## src/rtl/cluster_header_seq.sv

```systemverilog
// cluster_header_seq: per-cluster clock-enable sync plus staggered reset/debug-init release sequencer
module cluster_header_seq #(
  parameter int NUM_CL    = 4,
  parameter int STAGGER   = 8,
  parameter int CKEN_SYNC = 2,
  parameter int DBG_HOLD  = 16
) (
  input  logic              gclk,
  input  logic              grst,
  input  logic [NUM_CL-1:0] cluster_cken,
  input  logic              gdbginit_req,
  output logic [NUM_CL-1:0] rclk_en,
  output logic [NUM_CL-1:0] cluster_grst_l,
  output logic [NUM_CL-1:0] dbginit_l,
  output logic              seq_busy,
  output logic [1:0]        seq_state
);
  localparam int MX = STAGGER > DBG_HOLD ? STAGGER : DBG_HOLD;
  localparam int CW = MX > 1 ? $clog2(MX) : 1;
  localparam int IW = NUM_CL > 1 ? $clog2(NUM_CL) : 1;
  typedef enum logic [1:0] {S_RST, S_REL, S_RUN, S_DBG} state_e;
  state_e            state_q, state_d;
  logic [CW-1:0]     cnt_q, cnt_d;
  logic [IW-1:0]     idx_q, idx_d;
  logic              mode_q, mode_d;
  logic [NUM_CL-1:0] grst_l_q, grst_l_d, dbg_l_q, dbg_l_d;
  logic [NUM_CL-1:0] sync_q [CKEN_SYNC];
  logic [NUM_CL-1:0] sync_d [CKEN_SYNC];
  logic              rel;

  always_ff @(posedge gclk) begin
    if (grst) begin
      state_q  <= S_RST;
      cnt_q    <= '0;
      idx_q    <= '0;
      mode_q   <= 1'b0;
      grst_l_q <= '0;
      dbg_l_q  <= '0;
      for (int i = 0; i < CKEN_SYNC; i++) sync_q[i] <= '0;
    end else begin
      state_q  <= state_d;
      cnt_q    <= cnt_d;
      idx_q    <= idx_d;
      mode_q   <= mode_d;
      grst_l_q <= grst_l_d;
      dbg_l_q  <= dbg_l_d;
      sync_q   <= sync_d;
    end
  end

  always_comb begin
    state_d = state_q;
    cnt_d   = cnt_q;
    idx_d   = idx_q;
    mode_d  = mode_q;
    case (state_q)
      S_RST: begin
        state_d = S_REL;
        cnt_d   = CW'(STAGGER - 1);
        idx_d   = '0;
      end
      S_REL: begin
        cnt_d   = cnt_q == '0 ? CW'(STAGGER - 1) : cnt_q - 1'b1;
        state_d = cnt_q == '0 && idx_q == IW'(NUM_CL - 1) ? S_RUN : S_REL;
        idx_d   = cnt_q == '0 && idx_q != IW'(NUM_CL - 1) ? idx_q + 1'b1 : idx_q;
      end
      S_RUN: begin
        state_d = gdbginit_req ? S_DBG : S_RUN;
        cnt_d   = gdbginit_req ? CW'(DBG_HOLD - 1) : cnt_q;
        mode_d  = gdbginit_req ? 1'b1 : mode_q;
      end
      default: begin
        state_d = cnt_q == '0 ? S_REL : S_DBG;
        cnt_d   = cnt_q == '0 ? CW'(STAGGER - 1) : cnt_q - 1'b1;
        idx_d   = cnt_q == '0 ? '0 : idx_q;
      end
    endcase
  end

  // mode_q=1 marks a debug-only re-sequence, which must leave cluster reset released
  always_comb begin
    rel      = state_q == S_REL && cnt_q == '0;
    grst_l_d = grst_l_q;
    dbg_l_d  = (state_q == S_RUN && gdbginit_req) ? '0 : dbg_l_q;
    for (int k = 0; k < NUM_CL; k++) begin
      dbg_l_d[k]  = (rel && idx_q == IW'(k)) ? 1'b1 : dbg_l_d[k];
      grst_l_d[k] = (rel && !mode_q && idx_q == IW'(k)) ? 1'b1 : grst_l_q[k];
    end
    sync_d[0] = cluster_cken;
    for (int i = 1; i < CKEN_SYNC; i++) sync_d[i] = sync_q[i-1];
  end

  assign rclk_en        = sync_q[CKEN_SYNC-1];
  assign cluster_grst_l = grst_l_q;
  assign dbginit_l      = dbg_l_q;
  assign seq_busy       = state_q != S_RUN;
  assign seq_state      = state_q;
endmodule

```

## config.mk

```make
export PLATFORM = sky130hd
export DESIGN_NAME = cluster_header_seq
export DESIGN_NICKNAME = d
export VERILOG_FILES = /design/src/rtl/cluster_header_seq.sv
export SDC_FILE = /design/constraint.sdc
export NUM_CORES = 1
export LEC_CHECK = 0
export BUFFER_PORTS_ARGS = -buffer_cell sky130_fd_sc_hd__clkbuf_2
export CORE_MARGIN = 1
export CORE_UTILIZATION = 25
export CTS_CLUSTER_DIAMETER = 60
export DETAILED_ROUTE_END_ITERATION = 8
export PLACE_DENSITY_LB_ADDON = 0.1
export SLEW_MARGIN = 40
export SYNTH_ARGS = -nofsm -noshare
export SYNTH_HDL_FRONTEND = slang
export SYNTH_SLANG_ARGS = --single-unit
```

## constraint.sdc

```tcl
create_clock -name gclk -period 1.7 [get_ports gclk]
set_input_delay 0.085 -clock gclk [delete_from_list [all_inputs] [get_ports gclk]]
set_output_delay 0.085 -clock gclk [all_outputs]
set_load 0.01 [all_outputs]
```

==> results of run 1 <==
[power by group through the flow]
stage | logic [mW] | registers (mW) | clock network [mW]
final | 0.113 | 0.628 | 0.357
after global routing | 0.128 | 0.632 | 0.398
after CTS | 0.115 | 0.629 | 0.374
after detailed placement | 0.114 | 0.643 | 0
after global placement | 0.114 | 0.641 | 0
after floorplan | 0.0764 | 0.642 | 0
[kinds of logic after synthesis]
family	Yosys count	share of synthesized area, %
AND/OR/NAND/NOR	37	22.2
flip-flops	25	49.1
AO/OA/AOI/OAI	21	15.2
buffers and inverters	13	6.38
adder cells (fa/ha/maj)	5	6.13
multiplexers	1	0.982
[final timing paths]
| path | endpoint | slack (ps) | depth (start not counted) | start |
|---|---|---|---|---|
| worst max register to register | idx_q[1] | 220 | 5 | cnt_q[0] |
| worst min register to register | rclk_en[1] | 450 | 1 | sync_d[1] |
| worst min-delay path | sync_d[3] | 30 | 2 | cluster_cken[3] |
| worst max-delay path | idx_q[1] | 220 | 5 | cnt_q[0] |
[registers in the layout, indices dropped and copies added (netlist names)]
| name | cells |
|---|---|
| cluster_grst_l | 4 |
| idx_q | 2 |
| cnt_q | 4 |
| sync_d | 4 |
| seq_state | 2 |
| dbginit_l | 4 |
| rclk_en | 4 |
| mode_q | 1 |
[per-layer routing]
| metal | global-route usage, % | vias to the layer above |
|---|---|---|
| li1 | - | 402 |
| met2 | 16.3 | 12 |
| met5 | 0 | - |
| met3 | 2.76 | 2 |
| met4 | 5.71 | 0 |
| met1 | 14.2 | 371 |
[synthesized netlist by cell type, drive strengths merged]
library cell / instances / area (um^2)
a211oi: 2 / 20.0
a21oi: 5 / 25.0
a311oi: 1 / 8.76
a31oi: 2 / 12.5
a32oi: 3 / 26.3
a41oi: 4 / 35.0
and3b: 1 / 8.76
buf: 4 / 31.3
clkbuf: 2 / 7.51
dfxtp: 25 / 500
ha: 5 / 62.6
inv: 7 / 26.3
mux2i: 1 / 10.0
nand2: 4 / 17.5
nand2b: 1 / 6.26
nand3: 3 / 15.0
nand3b: 1 / 7.51
nand4: 2 / 12.5
nor2: 9 / 33.8
nor2b: 10 / 62.6
nor3b: 1 / 12.5
nor4b: 2 / 23.8
o211ai: 1 / 7.51
o21ai: 2 / 10.0
o32a: 1 / 10.0
or2b: 1 / 8.76
or3b: 2 / 17.5
[per-stage QoR]
stage | std cells | total power [mW] | util [%] | instance area (um^2)
global route | 172 | 1.16 | 32.0 | 1220
detailed placement | 168 | 0.757 | 30.8 | 1170
CTS | 172 | 1.12 | 32.0 | 1220
global placement | 168 | 0.755 | 30.8 | 1170
finish | 172 | 1.10 | 32.0 | 1220
floorplan | 102 | 0.719 | - | 1020
[critical path, cell delays in order, from the launching register on]
cell and delay (ps):
dfxtp_1 340, inv_1 80, ha_1 210, or3b_1 430, o211ai_1 200, a31oi_1 100
[cell type report]
| cell class | count | share of cell area [%] |
|---|---|---|
| clock buffer | 3 | 3.39 |
| tap | 48 | 4.93 |
| inverter | 7 | 2.16 |
| clock inverter | 1 | 0.617 |
| sequential | 25 | 41.1 |
| timing repair buffer | 24 | 10.5 |
| multi-input combinational | 64 | 37.3 |
[cell usage in the layout, fill, tap and decap left out, drive strengths merged]
cell type	count
o211ai	1
a32oi	3
a311oi	1
nand2	4
nor4b	2
clkinvlp	1
a211oi	2
a31oi	2
nand2b	1
or3b	2
o21ai	2
and3b	1
a21oi	5
inv	7
or2b	1
nand3	3
nor2	9
ha	5
dfxtp	25
nor2b	10
clkbuf	24
a41oi	4
buf	3
nand4	2
mux2i	1
nor3b	1
nand3b	1
o32a	1
==> flow_metrics.tcl, run 1 <==
set metrics [dict create \
    status "finished, final reports clean" \
    htreeDepth 1 \
    grt_pass1_wl_um 3590 \
    hold_violations 0 \
    area_growth_pct 19.4 \
    wire_per_inst_um 12.0 \
    syn_area_per_cell_um2 10.0 \
    die-area_um2 4340 \
    worstHoldPathType "input pin to flip-flop" \
    cp_data_arrival_time_ps 1620 \
    cts_resized 0 \
    ir_drop_uv 361 \
    clk_transition_reported_paths_ps 90 \
    fin_tns_setup_ps 0 \
    cts_hold_buffers 0 \
    fin_crit_sh_pct 86.8 \
    synth_cell_types 32 \
    critical_path_class "flip-flop to flip-flop" \
    met2WireLength_um 921 \
    ant_nets 0 \
    p_sw_share_pct 24.6 \
    wl_met1_um 1040 \
    cts_setup_buffers 0 \
    synth_fp_nets 114 \
    drc 0 \
    drive_above_1_share_pct 26.6 \
    intPower_mw 0.827 \
    dieWidth_um 65.9 \
    grt_antenna_before_repair 0 \
    globalplace.congestion 0.690 \
    nFillCells 422 \
    power_frac_comb_pct 10.3 \
    die_h_um 65.9 \
    drv_cap 0 \
    postLayoutSetupSlackWorst_ps 225 \
    maxUsedRoutingLayer "met4" \
    p_per_area_nw_per_um2 901 \
    first_pass_iters 3 \
    clk_latency_ps 270 \
    hold_ws_ps 29.1 \
    port_buffers 21 \
    cts_buffer_depth 2 \
    grt_max_degree 26 \
    yosysWarnings 0 \
    start_util_pct 26.8 \
    layout.nets 137 \
    rows 22 \
    hpwlAfterDp_um 1460 \
    gr-total-overflow 0 \
    via_count 787 \
    cts_made_buffers 3 \
    syn_area_um2 1020 \
    syn_inst 102 \
    ys_ff_latch 25 \
    fin_crit_ps 1480 \
    max_freq_mhz 678 \
    preCtsSetupSlack_ps 235 \
    slew_headroom_pct 66.8 \
    wl_met3_um 75 \
    tightestPinTransition_ps 498 \
    totalWireLength_um 2060 \
    rsz0062_at_grt "false" \
    cts_tree "done" \
    ys_seq_area_share_pct 49.1 \
    grt_pass1_vias 774 \
    core_area_um2 3800 \
    diodes 0 \
    cp-end-kind "flip-flop" \
    clock_skew_ps 2.63 \
    setup_viol 0 \
    sequentialPowerShare_pct 57.2 \
    ios 22 \
    start_kind "flip-flop" \
    clkPwrFrac_pct 32.5 \
    regArea_um2 500 \
    p_switching_mw 0.270 \
    crit_required_ps 1840 \
    cts.sinks 25 \
    multi_input_area_um2 454 \
    grt_use_total_pct 10.9 \
    routed_via_density 4.58 \
    p_leak_nw 0.486 \
    root_buffer "clkbuf_8" \
    cp_max_fo 5 \
    maxSlewViolCount 0 \
    initialDrtViolationCount 20 \
]
Power figures use the tool's default switching activity.
==> run 2: changes to the inputs <==
BUFFER_PORTS_ARGS = default   (was -buffer_cell sky130_fd_sc_hd__clkbuf_2)
DONT_BUFFER_PORTS = 1   (was default)
PLACE_DENSITY_LB_ADDON = 0.15   (was 0.1)
==> flow_metrics.tcl, run 2 (synthesized netlist as in run 1, its figures left out) <==
set metrics [dict create \
    layout.nets 121 \
    hpwlAfterDp_um 1400 \
    final_common_cell "dfxtp_1" \
    p_sw_share_pct 24.5 \
    die-area_um2 4340 \
    totalWireLength_um 2130 \
    dpl.cell_count 146 \
    postLayoutSetupSlackWorst_ps 199 \
    cts_resized 0 \
    ir_drop_uv 293 \
    ios 22 \
    grt_max_degree 26 \
    grt_pass1_vias 717 \
    initialDrtViolationCount 46 \
    clk_latency_ps 270 \
    root_buffer "clkbuf_8" \
    dieWidth_um 65.9 \
    first_pass_iters 4 \
    cts.sinks 25 \
    clk_transition_reported_paths_ps 90 \
    cts_made_buffers 3 \
    gr-total-overflow 0 \
    via_count 738 \
    p_switching_mw 0.266 \
    area_growth_pct 13.5 \
    grt_antenna_before_repair 0 \
    htreeDepth 1 \
    drc 0 \
    grt_use_total_pct 10.6 \
    rsz0062_at_grt "false" \
    r2r-start "seq_state[0]" \
    r2r-end "cnt_q[3]" \
    clkPwrFrac_pct 32.3 \
    critical_path_class "flip-flop to flip-flop" \
    reg2reg_depth 3 \
    maxSlewViolCount 0 \
    drv_cap 0 \
    hold_violations 0 \
    globalplace.congestion 0.767 \
    drive_above_1_share_pct 11.1 \
    slew_headroom_pct 61.2 \
    intPower_mw 0.822 \
    ff2ff_setup_slack_ps 200 \
    die_h_um 65.9 \
    diodes 0 \
    start_kind "flip-flop" \
    rows 22 \
    cts_buffer_depth 2 \
    core_area_um2 3800 \
    clock_skew_ps 3.84 \
    cts_tree "done" \
    finalNonFillerCells 156 \
    wire_per_inst_um 13.7 \
    setup_viol 0 \
    routed_via_density 4.73 \
    port_buffers 0 \
    fin_crit_sh_pct 88.3 \
    worstHoldPathType "input pin to flip-flop" \
    grt_pass1_wl_um 3490 \
    tightestPinTransition_ps 581 \
    hold_depth 2 \
    p_leak_nw 0.417 \
    crit_required_ps 1840 \
    ant_nets 0 \
    cp_max_fo 16 \
    min_from "gdbginit_req" \
    fin_tns_setup_ps 0 \
    cp-end-kind "flip-flop" \
    cp_data_arrival_time_ps 1650 \
    worstHoldEndpoint "cnt_q[1]" \
    power_frac_comb_pct 9.1 \
    start_util_pct 26.8 \
    fin_crit_ps 1500 \
    final_cell_mix "25 x dfxtp_1, 10 x nor2b_1, 9 x nor2_1" \
    max_freq_mhz 666 \
    p_per_area_nw_per_um2 940 \
    worstSetupStartpoint "seq_state[0]" \
    final_core_util_pct 30.5 \
    sequentialPowerShare_pct 58.5 \
    preCtsSetupSlack_ps 214 \
    status "finished, final reports clean" \
]
run 2: cell types whose count changed in the layout (fill, tap and decap cells not counted):
cell           change
buf_4              -1
dlygate4sd3_1      +5
clkinvlp_4         -1
buf_2              +1
clkbuf_2          -21
clkinv_2           +1
run 2: metal layers:
layer  part of all wire (%)  track usage [%]  up-vias
met5                      0                0        -
met4                   0.33             3.26        0
met3                    5.5             3.62        2
met2                     44             15.1       14
met1                     50             14.9      352
li1                       -                -      370
run 2: worst max-delay path, cell delays in order, from the launching register on:
cell and delay (ps):
dfxtp_1 700, nor4b_2 350, mux2i_1 250, a211oi_2 80
run 2: per-stage QoR:
step,hold slack (ps),area [um^2],power (mW)
after floorplan,157,1020,0.719
after global placement,153,1060,0.729
after detailed placement,155,1060,0.730
after CTS,37.6,1160,1.11
after global routing,39.6,1160,1.15
final,35.3,1160,1.09
run 2: layout make-up:
| type | count | area (um^2) |
|---|---|---|
| Multi-Input combinational cell | 64 | 454 |
| Tap cell | 48 | 60.1 |
| Clock buffer | 3 | 41.3 |
| Fill cell | 396 | 2640 |
| Timing Repair Buffer | 8 | 70.1 |
| Clock inverter | 1 | 5.00 |
| Inverter | 7 | 26.3 |
| Sequential cell | 25 | 500 |
run 2: worst max-delay path by stage:
stage,to,slack [ps],cells past startpoint
2_1_floorplan,idx_q[1],370,5
3_3_place_gp,cnt_q[3],270,3
3_5_place_dp,cnt_q[3],210,3
4_1_cts,cnt_q[3],160,3
5_1_grt,cnt_q[3],80,3
6_report,cnt_q[3],200,3
run 2: power groups by stage:
stage               sequential (mW)  clock (mW)  combinational [mW]
floorplan                     0.642           0              0.0764
global placement              0.650           0              0.0785
detailed placement            0.651           0              0.0792
CTS                           0.637       0.367               0.101
global route                  0.642       0.401               0.110
finish                        0.637       0.352              0.0993
run 2: repair_timing:
item                                   in CTS  in global routing
hold buffers                                6                  0
buffers inserted                            0                  0
endpoints found under the hold margin      25                  0
==> run 3: changes to the inputs <==
==> constraint.sdc (replaced) <==
create_clock -name gclk -period 1.7 [get_ports gclk]
set_input_delay 0.34 -clock gclk [delete_from_list [all_inputs] [get_ports gclk]]
set_output_delay 0.34 -clock gclk [all_outputs]
set_load 0.01 [all_outputs]
==> flow_metrics.tcl, run 3 (synthesized netlist as in run 1, its figures left out) <==
set metrics [dict create \
    hpwlAfterDp_um 1400 \
    ir_drop_uv 289 \
    final_core_util_pct 29.0 \
    cp-end-kind "output pin" \
    cts_setup_buffers 0 \
    tightestPinTransition_ps 569 \
    cts_buffer_depth 2 \
    cts_made_buffers 3 \
    routed_via_density 4.77 \
    start_kind "flip-flop" \
    drv_cap 0 \
    clock_skew_ps 3.14 \
    root_buffer "clkbuf_8" \
    crit_required_ps 1360 \
    clk_transition_reported_paths_ps 90 \
    cts_resized 0 \
    slowest_delay_ps 690 \
    worstHoldPathType "input pin to flip-flop" \
    max_freq_mhz 639 \
    totalWireLength_um 2070 \
    grt_max_degree 26 \
    fin_crit_sh_pct 92.0 \
    cp_top_family "flip-flops" \
    p_total_mw 1.07 \
    grt_antenna_before_repair 0 \
    die-area_um2 4340 \
    status "finished, final reports clean" \
    layout.nets 115 \
    crit_slowest_cell "dfxtp_1" \
    regArea_um2 500 \
    clk_latency_ps 260 \
    critical_path.cell_chain "nand2b_1" \
    first_pass_iters 4 \
    htreeDepth 1 \
    drive_above_1_share_pct 10.8 \
    p_leak_nw 0.392 \
    setup_viol 0 \
    cp_max_fo 16 \
    grt_use_total_pct 10.5 \
    cts.sinks 25 \
    via_count 716 \
    ant_nets 0 \
    hold_violations 0 \
    maxSlewViolCount 0 \
    p_per_area_nw_per_um2 967 \
    finalNonFillerCells 150 \
    gr-total-overflow 0 \
    rsz0062_at_grt "false" \
    slew_headroom_pct 62.0 \
    ios 22 \
    multi_input_area_um2 454 \
    preCtsSetupSlack_ps 214 \
    wire_per_inst_um 13.8 \
    critical_path_class "flip-flop to output pin" \
    postLayoutSetupSlackWorst_ps 135 \
    nFillCells 400 \
    die_h_um 65.9 \
    area_growth_pct 8.10 \
    fin_crit_ps 1560 \
    rows 22 \
    dieWidth_um 65.9 \
    dpl.cell_count 146 \
    cp_data_arrival_time_ps 1220 \
    start_util_pct 26.8 \
    drc 0 \
    core_area_um2 3800 \
    crit_buf_inv 0 \
    final_cell_mix "25 x dfxtp_1, 10 x nor2b_1, 9 x nor2_1" \
    grt_pass1_wl_um 3420 \
    cts_tree "done" \
    diodes 0 \
    final_common_cell "dfxtp_1" \
    port_buffers 0 \
    grt_pass1_vias 693 \
    fin_tns_setup_ps 0 \
    globalplace.congestion 0.767 \
    initialDrtViolationCount 43 \
    cts_hold_buffers 0 \
]
## run 3: changes by cell type in the layout (fill, tap and decap cells not counted)
cell	delta
buf_2	-1
dlygate4sd3_1	-5
## run 3: metal layers
metal / global-route usage (%) / vias to the layer above / wire length [um]
li1: - / 360 / -
met1: 14.8 / 341 / 1050
met2: 14.5 / 13 / 884
met3: 3.62 / 2 / 123
met4: 3.26 / 0 / 7
met5: 0 / - / 0
## run 3: final cells by class
class                           count  share of cell area (%)
Clock buffer                        3                    3.75
Clock inverter                      1                   0.454
Inverter                            7                    2.38
Multi-Input combinational cell     64                    41.2
Sequential cell                    25                    45.4
Tap cell                           48                    5.45
Timing Repair Buffer                2                    1.36
## run 3: through the flow
stage	instance area [um^2]	hold slack, ps
6_report	1100	124
5_1_grt	1100	107
4_1_cts	1100	118
3_5_place_dp	1060	410
3_3_place_gp	1060	408
2_1_floorplan	1020	412
## run 3: power breakdown
group / total [mW] / switching [mW] / internal (mW) / leakage (nW)
logic: 0.0798 / 0.0398 / 0.0400 / 0.162
clock network: 0.350 / 0.186 / 0.164 / 0.0255
registers: 0.637 / 0.0270 / 0.610 / 0.205
total: 1.07 / 0.253 / 0.813 / 0.392
## run 3: final timing paths
kind,start,cells after the start,end,slack (ps)
max,seq_state[0],1,seq_busy,140
min,grst,1,cnt_q[3],120
max reg2reg,seq_state[0],3,cnt_q[3],220
min reg2reg,sync_d[3],1,rclk_en[3],440
